## src/rtl/airi5c_wb_sequencer_pkg.sv

```systemverilog
// Shared write-back control constants for the AIRI5C pipeline: data width,
// write-back source codes and load-type codes.
package airi5c_wb_sequencer_pkg;

  localparam int XPR_LEN = 32;

  // Write-back source select
  localparam int          WB_SRC_WIDTH = 2;
  localparam logic [1:0]  WB_SRC_ALU   = 2'd0;
  localparam logic [1:0]  WB_SRC_MEM   = 2'd1;
  localparam logic [1:0]  WB_SRC_CSR   = 2'd2;
  localparam logic [1:0]  WB_SRC_PCPI  = 2'd3;

  // Load types (funct3-style encoding)
  localparam int          MEM_TYPE_WIDTH = 3;
  localparam logic [2:0]  MT_B  = 3'd0;
  localparam logic [2:0]  MT_H  = 3'd1;
  localparam logic [2:0]  MT_W  = 3'd2;
  localparam logic [2:0]  MT_BU = 3'd4;
  localparam logic [2:0]  MT_HU = 3'd5;

endpackage

```

## src/rtl/airi5c_wb_sequencer_if.sv

```systemverilog
// Write-back stage bundle: WB pipeline register contents, result sources,
// data-memory load response, and register-file write port.
interface airi5c_wb_sequencer_if;
  import airi5c_wb_sequencer_pkg::*;

  logic                      wb_valid_i;
  logic                      wb_we_i;
  logic [4:0]                wb_rd_i;
  logic [WB_SRC_WIDTH-1:0]   wb_src_i;
  logic [XPR_LEN-1:0]        alu_out_i;
  logic [XPR_LEN-1:0]        csr_rdata_i;
  logic [XPR_LEN-1:0]        pcpi_rd_i;
  logic [XPR_LEN-1:0]        pcpi_rd2_i;
  logic                      pcpi_use_rd64_i;
  logic [MEM_TYPE_WIDTH-1:0] dmem_type_i;
  logic [XPR_LEN-1:0]        dmem_rdata_i;
  logic                      dmem_ready_i;
  logic                      dmem_err_i;
  logic                      flush_i;
  logic                      stall_WB_o;
  logic                      rf_we_o;
  logic [4:0]                rf_waddr_o;
  logic [XPR_LEN-1:0]        rf_wdata_o;
  logic                      load_err_o;

  // Sequencer side
  modport slave (
    input  wb_valid_i, wb_we_i, wb_rd_i, wb_src_i, alu_out_i, csr_rdata_i,
           pcpi_rd_i, pcpi_rd2_i, pcpi_use_rd64_i, dmem_type_i, dmem_rdata_i,
           dmem_ready_i, dmem_err_i, flush_i,
    output stall_WB_o, rf_we_o, rf_waddr_o, rf_wdata_o, load_err_o
  );

  // Pipeline / environment side
  modport master (
    output wb_valid_i, wb_we_i, wb_rd_i, wb_src_i, alu_out_i, csr_rdata_i,
           pcpi_rd_i, pcpi_rd2_i, pcpi_use_rd64_i, dmem_type_i, dmem_rdata_i,
           dmem_ready_i, dmem_err_i, flush_i,
    input  stall_WB_o, rf_we_o, rf_waddr_o, rf_wdata_o, load_err_o
  );

endinterface

```

## src/rtl/airi5c_load_align.sv

```systemverilog
// Load data alignment: shifts the raw memory word down by the byte offset
// and sign- or zero-extends according to the load type. Purely combinational.
module airi5c_load_align
  import airi5c_wb_sequencer_pkg::*;
(
  input  logic [1:0]                offset_i,
  input  logic [MEM_TYPE_WIDTH-1:0] type_i,
  input  logic [XPR_LEN-1:0]        rdata_i,
  output logic [XPR_LEN-1:0]        data_o
);

  logic [XPR_LEN-1:0] shifted;

  assign shifted = rdata_i >> {offset_i, 3'b000};

  // Extend the addressed byte/halfword to full width
  always_comb begin
    // NOTE: every case arm assigns data_o and the default covers the rest, so no latch is inferred.
    case (type_i)
      MT_B:    data_o = {{24{shifted[7]}}, shifted[7:0]};
      MT_H:    data_o = {{16{shifted[15]}}, shifted[15:0]};
      MT_BU:   data_o = {24'd0, shifted[7:0]};
      MT_HU:   data_o = {16'd0, shifted[15:0]};
      default: data_o = shifted;
    endcase
  end

endmodule

```

## src/rtl/airi5c_wb_sequencer.sv

```systemverilog
// AIRI5C write-back sequencer: owns the single register-file write port,
// selects the write-back source, waits for load responses and sequences
// 64-bit PCPI results over two cycles.
// Optional feature macro: AIRI5C_WB_RD64_EN (two-cycle 64-bit PCPI write-back).
module airi5c_wb_sequencer
  import airi5c_wb_sequencer_pkg::*;
(
  input  logic                 clk_i,
  input  logic                 rst_ni,
  airi5c_wb_sequencer_if.slave bus
);

  localparam logic [1:0] S_IDLE     = 2'd0;
  localparam logic [1:0] S_MEM_WAIT = 2'd1;
`ifdef AIRI5C_WB_RD64_EN
  localparam logic [1:0] S_RD64_HI  = 2'd2;
`endif

  logic [1:0]         state_q, state_d;
  logic               drop_q, drop_d;
  logic               live;
  logic [XPR_LEN-1:0] load_data;
  logic               stall, we, err;
  logic [4:0]         waddr;
  logic [XPR_LEN-1:0] wdata;

  assign live = bus.wb_valid_i & bus.wb_we_i;

  airi5c_load_align u_load_align (
    .offset_i (bus.alu_out_i[1:0]),
    .type_i   (bus.dmem_type_i),
    .rdata_i  (bus.dmem_rdata_i),
    .data_o   (load_data)
  );

`ifndef AIRI5C_WB_RD64_EN
  // The high PCPI half is only meaningful when 64-bit write-back is built in.
  logic unused_rd64;
  assign unused_rd64 = bus.pcpi_use_rd64_i ^ (^bus.pcpi_rd2_i);
`endif

  // Next-state and write-port decode
  always_comb begin
    state_d = state_q;
    drop_d  = drop_q;
    stall   = 1'b0;
    we      = 1'b0;
    err     = 1'b0;
    waddr   = '0;
    wdata   = '0;

    case (state_q)
      S_IDLE: begin
        drop_d = 1'b0;
        if (live && !bus.flush_i) begin
          waddr = bus.wb_rd_i;
          case (bus.wb_src_i)
            WB_SRC_MEM: begin
              if (bus.dmem_ready_i) begin
                err   = bus.dmem_err_i;
                we    = ~bus.dmem_err_i;
                wdata = load_data;
              end else begin
                stall   = 1'b1;
                state_d = S_MEM_WAIT;
              end
            end
            WB_SRC_CSR: begin
              we    = 1'b1;
              wdata = bus.csr_rdata_i;
            end
            WB_SRC_PCPI: begin
              we    = 1'b1;
              wdata = bus.pcpi_rd_i;
`ifdef AIRI5C_WB_RD64_EN
              if (bus.pcpi_use_rd64_i) begin
                stall   = 1'b1;
                state_d = S_RD64_HI;
              end
`endif
            end
            default: begin
              we    = 1'b1;
              wdata = bus.alu_out_i;
            end
          endcase
        end
      end

      S_MEM_WAIT: begin
        // A flushed load still has to swallow its bus response.
        if (bus.dmem_ready_i) begin
          state_d = S_IDLE;
          drop_d  = 1'b0;
          if (!drop_q && !bus.flush_i) begin
            waddr = bus.wb_rd_i;
            err   = bus.dmem_err_i;
            we    = ~bus.dmem_err_i;
            wdata = load_data;
          end
        end else begin
          stall = 1'b1;
          if (bus.flush_i) drop_d = 1'b1;
        end
      end

`ifdef AIRI5C_WB_RD64_EN
      S_RD64_HI: begin
        state_d = S_IDLE;
        if (!bus.flush_i) begin
          we    = 1'b1;
          waddr = bus.wb_rd_i + 5'd1;
          wdata = bus.pcpi_rd2_i;
        end
      end
`endif

      default: state_d = S_IDLE;
    endcase
  end

  // Outputs are forced quiet while reset is held; writes to x0 never happen
  assign bus.stall_WB_o = rst_ni & stall;
  assign bus.rf_we_o    = rst_ni & we & (waddr != 5'd0);
  assign bus.rf_waddr_o = rst_ni ? waddr : '0;
  assign bus.rf_wdata_o = rst_ni ? wdata : '0;
  assign bus.load_err_o = rst_ni & err;

  // State and drop flag registers
  always_ff @(posedge clk_i or negedge rst_ni) begin
    // NOTE: async reset clears only the control state; the data path holds no registers to reset.
    if (!rst_ni) begin
      state_q <= S_IDLE;
      drop_q  <= 1'b0;
    end else begin
      // NOTE: sequential state uses non-blocking assignments so all registers update together.
      state_q <= state_d;
      drop_q  <= drop_d;
    end
  end

endmodule

```

## src/flat_wrapper.sv

```systemverilog
// flat-port wrapper written by rule: the top's interface ports become plain ports
module airi5c_wb_sequencer_flat import airi5c_wb_sequencer_pkg::*;
  (clk_i, rst_ni, bus_wb_valid_i, bus_wb_we_i, bus_wb_rd_i, bus_wb_src_i, bus_alu_out_i, bus_csr_rdata_i, bus_pcpi_rd_i, bus_pcpi_rd2_i, bus_pcpi_use_rd64_i, bus_dmem_type_i, bus_dmem_rdata_i, bus_dmem_ready_i, bus_dmem_err_i, bus_flush_i, bus_stall_WB_o, bus_rf_we_o, bus_rf_waddr_o, bus_rf_wdata_o, bus_load_err_o);
  airi5c_wb_sequencer_if bus_i ();
  input  logic clk_i;
  input  logic rst_ni;
  input wire logic [$bits(bus_i.wb_valid_i)-1:0] bus_wb_valid_i;
  input wire logic [$bits(bus_i.wb_we_i)-1:0] bus_wb_we_i;
  input wire logic [$bits(bus_i.wb_rd_i)-1:0] bus_wb_rd_i;
  input wire logic [$bits(bus_i.wb_src_i)-1:0] bus_wb_src_i;
  input wire logic [$bits(bus_i.alu_out_i)-1:0] bus_alu_out_i;
  input wire logic [$bits(bus_i.csr_rdata_i)-1:0] bus_csr_rdata_i;
  input wire logic [$bits(bus_i.pcpi_rd_i)-1:0] bus_pcpi_rd_i;
  input wire logic [$bits(bus_i.pcpi_rd2_i)-1:0] bus_pcpi_rd2_i;
  input wire logic [$bits(bus_i.pcpi_use_rd64_i)-1:0] bus_pcpi_use_rd64_i;
  input wire logic [$bits(bus_i.dmem_type_i)-1:0] bus_dmem_type_i;
  input wire logic [$bits(bus_i.dmem_rdata_i)-1:0] bus_dmem_rdata_i;
  input wire logic [$bits(bus_i.dmem_ready_i)-1:0] bus_dmem_ready_i;
  input wire logic [$bits(bus_i.dmem_err_i)-1:0] bus_dmem_err_i;
  input wire logic [$bits(bus_i.flush_i)-1:0] bus_flush_i;
  output wire logic [$bits(bus_i.stall_WB_o)-1:0] bus_stall_WB_o;
  output wire logic [$bits(bus_i.rf_we_o)-1:0] bus_rf_we_o;
  output wire logic [$bits(bus_i.rf_waddr_o)-1:0] bus_rf_waddr_o;
  output wire logic [$bits(bus_i.rf_wdata_o)-1:0] bus_rf_wdata_o;
  output wire logic [$bits(bus_i.load_err_o)-1:0] bus_load_err_o;
  assign bus_i.wb_valid_i = bus_wb_valid_i;
  assign bus_i.wb_we_i = bus_wb_we_i;
  assign bus_i.wb_rd_i = bus_wb_rd_i;
  assign bus_i.wb_src_i = bus_wb_src_i;
  assign bus_i.alu_out_i = bus_alu_out_i;
  assign bus_i.csr_rdata_i = bus_csr_rdata_i;
  assign bus_i.pcpi_rd_i = bus_pcpi_rd_i;
  assign bus_i.pcpi_rd2_i = bus_pcpi_rd2_i;
  assign bus_i.pcpi_use_rd64_i = bus_pcpi_use_rd64_i;
  assign bus_i.dmem_type_i = bus_dmem_type_i;
  assign bus_i.dmem_rdata_i = bus_dmem_rdata_i;
  assign bus_i.dmem_ready_i = bus_dmem_ready_i;
  assign bus_i.dmem_err_i = bus_dmem_err_i;
  assign bus_i.flush_i = bus_flush_i;
  assign bus_stall_WB_o = bus_i.stall_WB_o;
  assign bus_rf_we_o = bus_i.rf_we_o;
  assign bus_rf_waddr_o = bus_i.rf_waddr_o;
  assign bus_rf_wdata_o = bus_i.rf_wdata_o;
  assign bus_load_err_o = bus_i.load_err_o;
  airi5c_wb_sequencer u_core (.clk_i(clk_i), .rst_ni(rst_ni), .bus(bus_i));
endmodule
```

## config.mk

```make
export PLATFORM = sky130hd
export DESIGN_NAME = airi5c_wb_sequencer_flat
export DESIGN_NICKNAME = d
export VERILOG_FILES = /design/src/rtl/airi5c_wb_sequencer_pkg.sv /design/src/rtl/airi5c_wb_sequencer_if.sv /design/src/rtl/airi5c_load_align.sv /design/src/rtl/airi5c_wb_sequencer.sv /design/src/flat_wrapper.sv
export SDC_FILE = /design/constraint.sdc
export NUM_CORES = 1
export LEC_CHECK = 0
export CORE_AREA = 2 2 86 88
export CTS_CLUSTER_DIAMETER = 120
export DETAILED_ROUTE_END_ITERATION = 8
export DIE_AREA = 0 0 88 90
export DONT_BUFFER_PORTS = 1
export HOLD_SLACK_MARGIN = 0.03
export PLACE_DENSITY_LB_ADDON = 0.1
export REMOVE_ABC_BUFFERS = 1
export SLEW_MARGIN = 20
export SYNTH_ARGS = -nofsm -noshare
export SYNTH_HDL_FRONTEND = slang
export SYNTH_SLANG_ARGS = --single-unit
export TNS_END_PERCENT = 100
```

## constraint.sdc

```tcl
create_clock -name clk_i -period 6.2 [get_ports clk_i]
set_input_delay 1.55 -clock clk_i [delete_from_list [all_inputs] [get_ports clk_i]]
set_output_delay 1.55 -clock clk_i [all_outputs]
set_load 0.01 [all_outputs]
```

==> impl_metrics.yaml, run 1 <==
outcome:
  status: "finished, final reports clean"
cts:
  cts_htree_levels: 1
  cts_buffer_depth: 2
  cts_tree: "built"
  cts-root-buf: "clkbuf_8"
  cts_setup_buffers: 0
  clk_pin_slew_ps: 30
  ctsResizeCount: 0
  cts_buffers: 3
  hold_buffers: 0
  clk_latency_ps: 210
  clock_sinks: 2
sta:
  hold_violations: 0
  relSlewSlack: 0.281
  fin_skew_ps: 1.40
  period_needed_ps: 4600
  rsz0062_at_grt: "no"
  fmax_mhz: 218
  setup_viol: 0
  tns_ps: 0
  worst_pin_slew_ps: 1080
  drv_slew: 0
  timing.final.crit_share: 0.741
detailed_routing:
  postRouteAntennaNets: 0
  drc: 0
  vias: 2375
  drt_pass1_iterations: 4
  via_per_inst: 6.22
  wl_per_cell_um: 22.2
  drtIter0Drc: 116
  routed_wl_um: 8490
final_layout:
  instances_no_fill: 382
  antenna_cells: 0
  finalNetCount: 464
  drive_gt1_frac: 0.155
  layout_commonest_cell: "o21ai_0"
  num-fill-cells: 784
  mostFrequentLayoutCells: "o21ai_0 (30), nand2_1 (28), mux2_2 (26)"
  area_growth_pct: 0.497
pwr:
  power.leakage_nw: 0.788
  vdd_drop_max_mv: 0.0678
  switchingPower_mw: 0.119
  comb_power_share: 0.656
  power.share.sequential: 0.150
  netSwitchingFraction: 0.462
  p_clk_frac: 0.193
  p_int_mw: 0.138
  pwr_density_cell_nw_per_um2: 113
global_routing:
  grt_pass1_vias: 2349
  overflow: 0
  antenna_found_initial: 0
  grtUsageTotal: 0.196
  grt_pass1_wl_um: 12600
  grt_max_degree: 46
setup_path:
  reg2reg_slack_ps: 4460
  cp_data_arrival_time_ps: 3050
  crit_type: "input port to output port"
  critPathMaxFanout: 12
  rr_worst_depth: 3
  worstPathRequired_ps: 4650
  r2r-start: "u_core.state_q[0]"
  endpoint_kind: "output port"
  startpoint_type: "input port"
  worstSetupStartpoint: "bus_flush_i"
  endpoint: "bus_rf_wdata_o[8]"
  r2r_end: "u_core.state_q[0]"
worst_hold_path:
  hp-class: "flop to flop"
  hold_start: "u_core.drop_q"
synthesis:
  synth-seq-cells: 2
  synth_flop_cell: "dfrtp_1"
  syn_area_um2: 2270
  synth_cells: 309
  synth.distinct_cells: 46
  synth-edff-count: 0
  avgSynthCellArea_um2: 7.34
  postSynth.asyncResetShare: 1.00
  yosysWarnings: 0
  ys_seq_area_frac: 0.0221
floorplan:
  core_region_area_um2: 7020
  die_h_um: 90
  die_w_um: 88
  io_pins: 218
  die_area_um2: 7920
  start_util: 0.323
  fp-row-count: 31
placement:
  placed_cells: 379
  dp_hpwl_um: 6510
  place.gp.congestion: 0.729
  portBuffers: 0
run:
  drv_cap: 0
## power groups by stage
stage	Sequential, mW	Combinational [mW]	Clock [mW]
2_1_floorplan	0.0310	0.140	0
3_3_place_gp	0.0388	0.169	0
3_5_place_dp	0.0387	0.170	0
4_1_cts	0.0386	0.170	0.0503
5_1_grt	0.0410	0.188	0.0526
6_report	0.0386	0.168	0.0496
## flip-flops by register name, summed over array words and instances (netlist names)
| register | flops |
|---|---|
| u_core.drop_q | 1 |
| u_core.state_q | 1 |
## final cells by class
cell class | count | area [um^2] | share of cell area
multi-input cells | 270 | 2020 | 0.887
well taps | 99 | 124 | 0.0544
flip-flops and latches | 2 | 50.0 | 0.0220
clock buffers | 3 | 41.3 | 0.0181
repair buffers | 3 | 22.5 | 0.00988
inverters | 5 | 18.8 | 0.00824
## per-stage QoR
step	instance area, um^2	power (mW)	hold slack [ps]	utilization	setup WS, ps
after global placement	2240	0.208	601	0.319	1570
after global routing	2280	0.281	615	0.325	1510
after detailed placement	2240	0.209	597	0.319	1600
after floorplan	2090	0.171	540	-	1660
final	2280	0.257	609	0.325	1600
after CTS	2280	0.259	604	0.325	1590
## synthesized netlist by cell type, drive strengths merged, types with 3 or more instances
| cell type | n | area share |
|---|---|---|
| a211oi | 4 | 0.013 |
| a21oi | 13 | 0.029 |
| a211o | 4 | 0.015 |
| mux4 | 7 | 0.079 |
| a22oi | 25 | 0.083 |
| mux2i | 18 | 0.079 |
| o21ai | 30 | 0.066 |
| nand3b | 4 | 0.013 |
| or2 | 4 | 0.011 |
| inv | 5 | 0.0083 |
| buf | 21 | 0.061 |
| nand2 | 28 | 0.046 |
| o21a | 7 | 0.023 |
| o22ai | 22 | 0.061 |
| mux2 | 26 | 0.13 |
| nor3 | 3 | 0.0066 |
| clkbuf | 11 | 0.018 |
| and2 | 7 | 0.019 |
| o211ai | 8 | 0.026 |
| nand3 | 10 | 0.030 |
| nor2b | 9 | 0.025 |
| nor2 | 18 | 0.030 |
| a2bb2oi | 7 | 0.027 |
## logic make-up after synthesis
kind of cell	after synthesis	synth area share
buf+inv	37	0.0872
fa+ha+maj	1	0.00552
compound gates	127	0.384
flops	2	0.0221
mux	51	0.288
simple gates	91	0.214
## how the worst min path moves through the flow
stage               endpoint  slack [ps]  depth (start not counted)
2_1_floorplan  u_core.drop_q         540                          2
3_3_place_gp   u_core.drop_q         600                          2
3_5_place_dp   u_core.drop_q         600                          2
4_1_cts        u_core.drop_q         600                          2
5_1_grt        u_core.drop_q         610                          2
6_report       u_core.drop_q         610                          2
## worst max-delay path: stages
cell	delay (ps)
and3b_1	510
a21o_4	220
nand3_4	150
nand2b_1	280
o22ai_1	330
## per-layer routing
layer | vias to the layer above | global-route usage | part of all wire | routed length (um)
met5 | - | 0 | 0 | 0
met4 | 0 | 0.00897 | 0 | 0
li1 | 1148 | - | - | -
met3 | 0 | 0.0450 | 0.094 | 800
met1 | 1108 | 0.259 | 0.42 | 3600
met2 | 119 | 0.339 | 0.48 | 4080
No activity file was read; power rests on OpenSTA's default activity.
==> inputs of run 2 (changes only) <==
Clock period 6.2 ns to 4.2 ns, I/O delays scaled along.
==> run 2 against run 1 <==
  * Sequential power shrank 31%
  * Die area unchanged
  * First-iteration DRC count fell by 16%
  * Power grew 51%
  * Critical path type unchanged
==> impl_metrics.yaml, run 2 (synthesized netlist as in run 1, its figures left out) <==
sta:
  setup_viol: 0
  timing.hold.ws_ps: 540
  tns_ps: 0
  relSlewSlack: 0.726
  drv_slew: 0
  period_needed_ps: 3380
  worst_pin_slew_ps: 400
  fin_skew_ps: 3.11
  fmax_mhz: 296
  timing.final.crit_share: 0.804
  rsz0062_at_grt: "no"
  hold_violations: 0
floorplan:
  fp-row-count: 31
  die_h_um: 90
  core_region_area_um2: 7020
  io_pins: 218
  die_area_um2: 7920
  start_util: 0.323
  die_w_um: 88
cts:
  clk_pin_slew_ps: 30
  cts_buffer_depth: 2
  cts_buffers: 3
  cts_setup_buffers: 0
  clock_sinks: 2
  cts_htree_levels: 1
  ctsResizeCount: 0
  cts_tree: "built"
  hold_buffers: 0
  clk_latency_ps: 210
  cts-root-buf: "clkbuf_8"
detailed_routing:
  via_per_inst: 6.23
  vias: 2406
  drc: 0
  wl_per_cell_um: 22.3
  drt_pass1_iterations: 5
  routed_wl_um: 8630
  drtIter0Drc: 97
  postRouteAntennaNets: 0
setup_path:
  crit_buf_inv: 0
  crit_type: "input port to output port"
  cp_data_arrival_time_ps: 2330
  worst_path_max_delay_cell: "mux2_2"
  critPathMaxFanout: 30
  crit_family: "multiplexers"
  startpoint_type: "input port"
  cp_cell_sequence: "mux2_2, mux2i_1, nor3_1, a21oi_1, o22ai_1"
  slowest_delay_ps: 350
  endpoint_kind: "output port"
  worstPathRequired_ps: 3150
pwr:
  power.share.sequential: 0.069
  comb_power_share: 0.741
  power.leakage_nw: 0.809
  vdd_drop_max_mv: 0.143
  p_int_mw: 0.210
  netSwitchingFraction: 0.457
  p_clk_frac: 0.190
  switchingPower_mw: 0.177
  pwr_density_cell_nw_per_um2: 167
final_layout:
  drive_gt1_frac: 0.167
  area_growth_pct: 1.82
  reg.largest.list: "u_core.drop_q x1, u_core.state_q x1"
  antenna_cells: 0
  finalNetCount: 468
  seq_area_um2: 50.0
  mostFrequentLayoutCells: "o21ai_0 (30), nand2_1 (28), mux2_2 (26)"
  layout_commonest_cell: "o21ai_0"
  num-fill-cells: 772
  multi_input_area_um2: 2020
placement:
  portBuffers: 0
  place.gp.congestion: 0.760
  dp_hpwl_um: 6640
outcome:
  status: "finished, final reports clean"
global_routing:
  overflow: 0
  grt_pass1_wl_um: 12800
  antenna_found_initial: 0
  grt_pass1_vias: 2389
  grtUsageTotal: 0.200
  grt_max_degree: 46
run:
  drv_cap: 0
worst_hold_path:
  hp-class: "input port to asynchronous set/reset pin"
[run 2: final timing paths]
kind	startpoint	endpoint	slack, ps	cells past startpoint
setup reg to reg	u_core.state_q[0]	u_core.state_q[0]	2990	4
max in group asynchronous	rst_ni	u_core.state_q[0]	3590	0
hold / removal	rst_ni	u_core.drop_q	540	0
min in group clk_i	u_core.drop_q	u_core.drop_q	590	2
setup / recovery	bus_alu_out_i[0]	bus_rf_wdata_o[15]	820	5
hold reg to reg	u_core.drop_q	u_core.drop_q	590	2
[run 2: power by group through the flow]
stage,Clock [mW],Sequential (mW),Combinational [mW]
final,0.0734,0.0268,0.286
after CTS,0.0759,0.0269,0.290
after floorplan,0,0.0458,0.206
after detailed placement,0,0.0271,0.289
after global placement,0,0.0271,0.287
after global routing,0.0797,0.0270,0.319
[run 2: cell type report]
cell class                      instances  share of cell area
Timing Repair Buffer                    7              0.0228
Clock buffer                            3              0.0179
Tap cell                               99              0.0537
Inverter                                5             0.00813
Sequential cell                         2              0.0217
Multi-Input combinational cell        270               0.876
[run 2: worst register-to-register path, delay by kind of cell, from the launching register on]
family	cells	cell delay [ps]
fa+ha+maj	1	310
mux	1	50
buf+inv	1	330
flops	1	320
simple gates	1	60
[run 2: through the flow]
step | utilization | worst slack (ps) | power [mW] | instance area [um^2] | instances
after global routing | 0.329 | 691 | 0.425 | 2310 | 386
after detailed placement | 0.323 | 796 | 0.316 | 2270 | 383
final | 0.329 | 823 | 0.387 | 2310 | 386
after global placement | 0.323 | 817 | 0.314 | 2270 | 383
after floorplan | - | 663 | 0.252 | 2090 | 277
after CTS | 0.329 | 793 | 0.393 | 2310 | 386
[run 2: metal layers]
metal	up-vias	share of wire	track usage
met4	0	0	0.00385
met1	1128	0.42	0.257
li1	1155	-	-
met5	-	0	0
met2	123	0.49	0.350
met3	0	0.093	0.0542
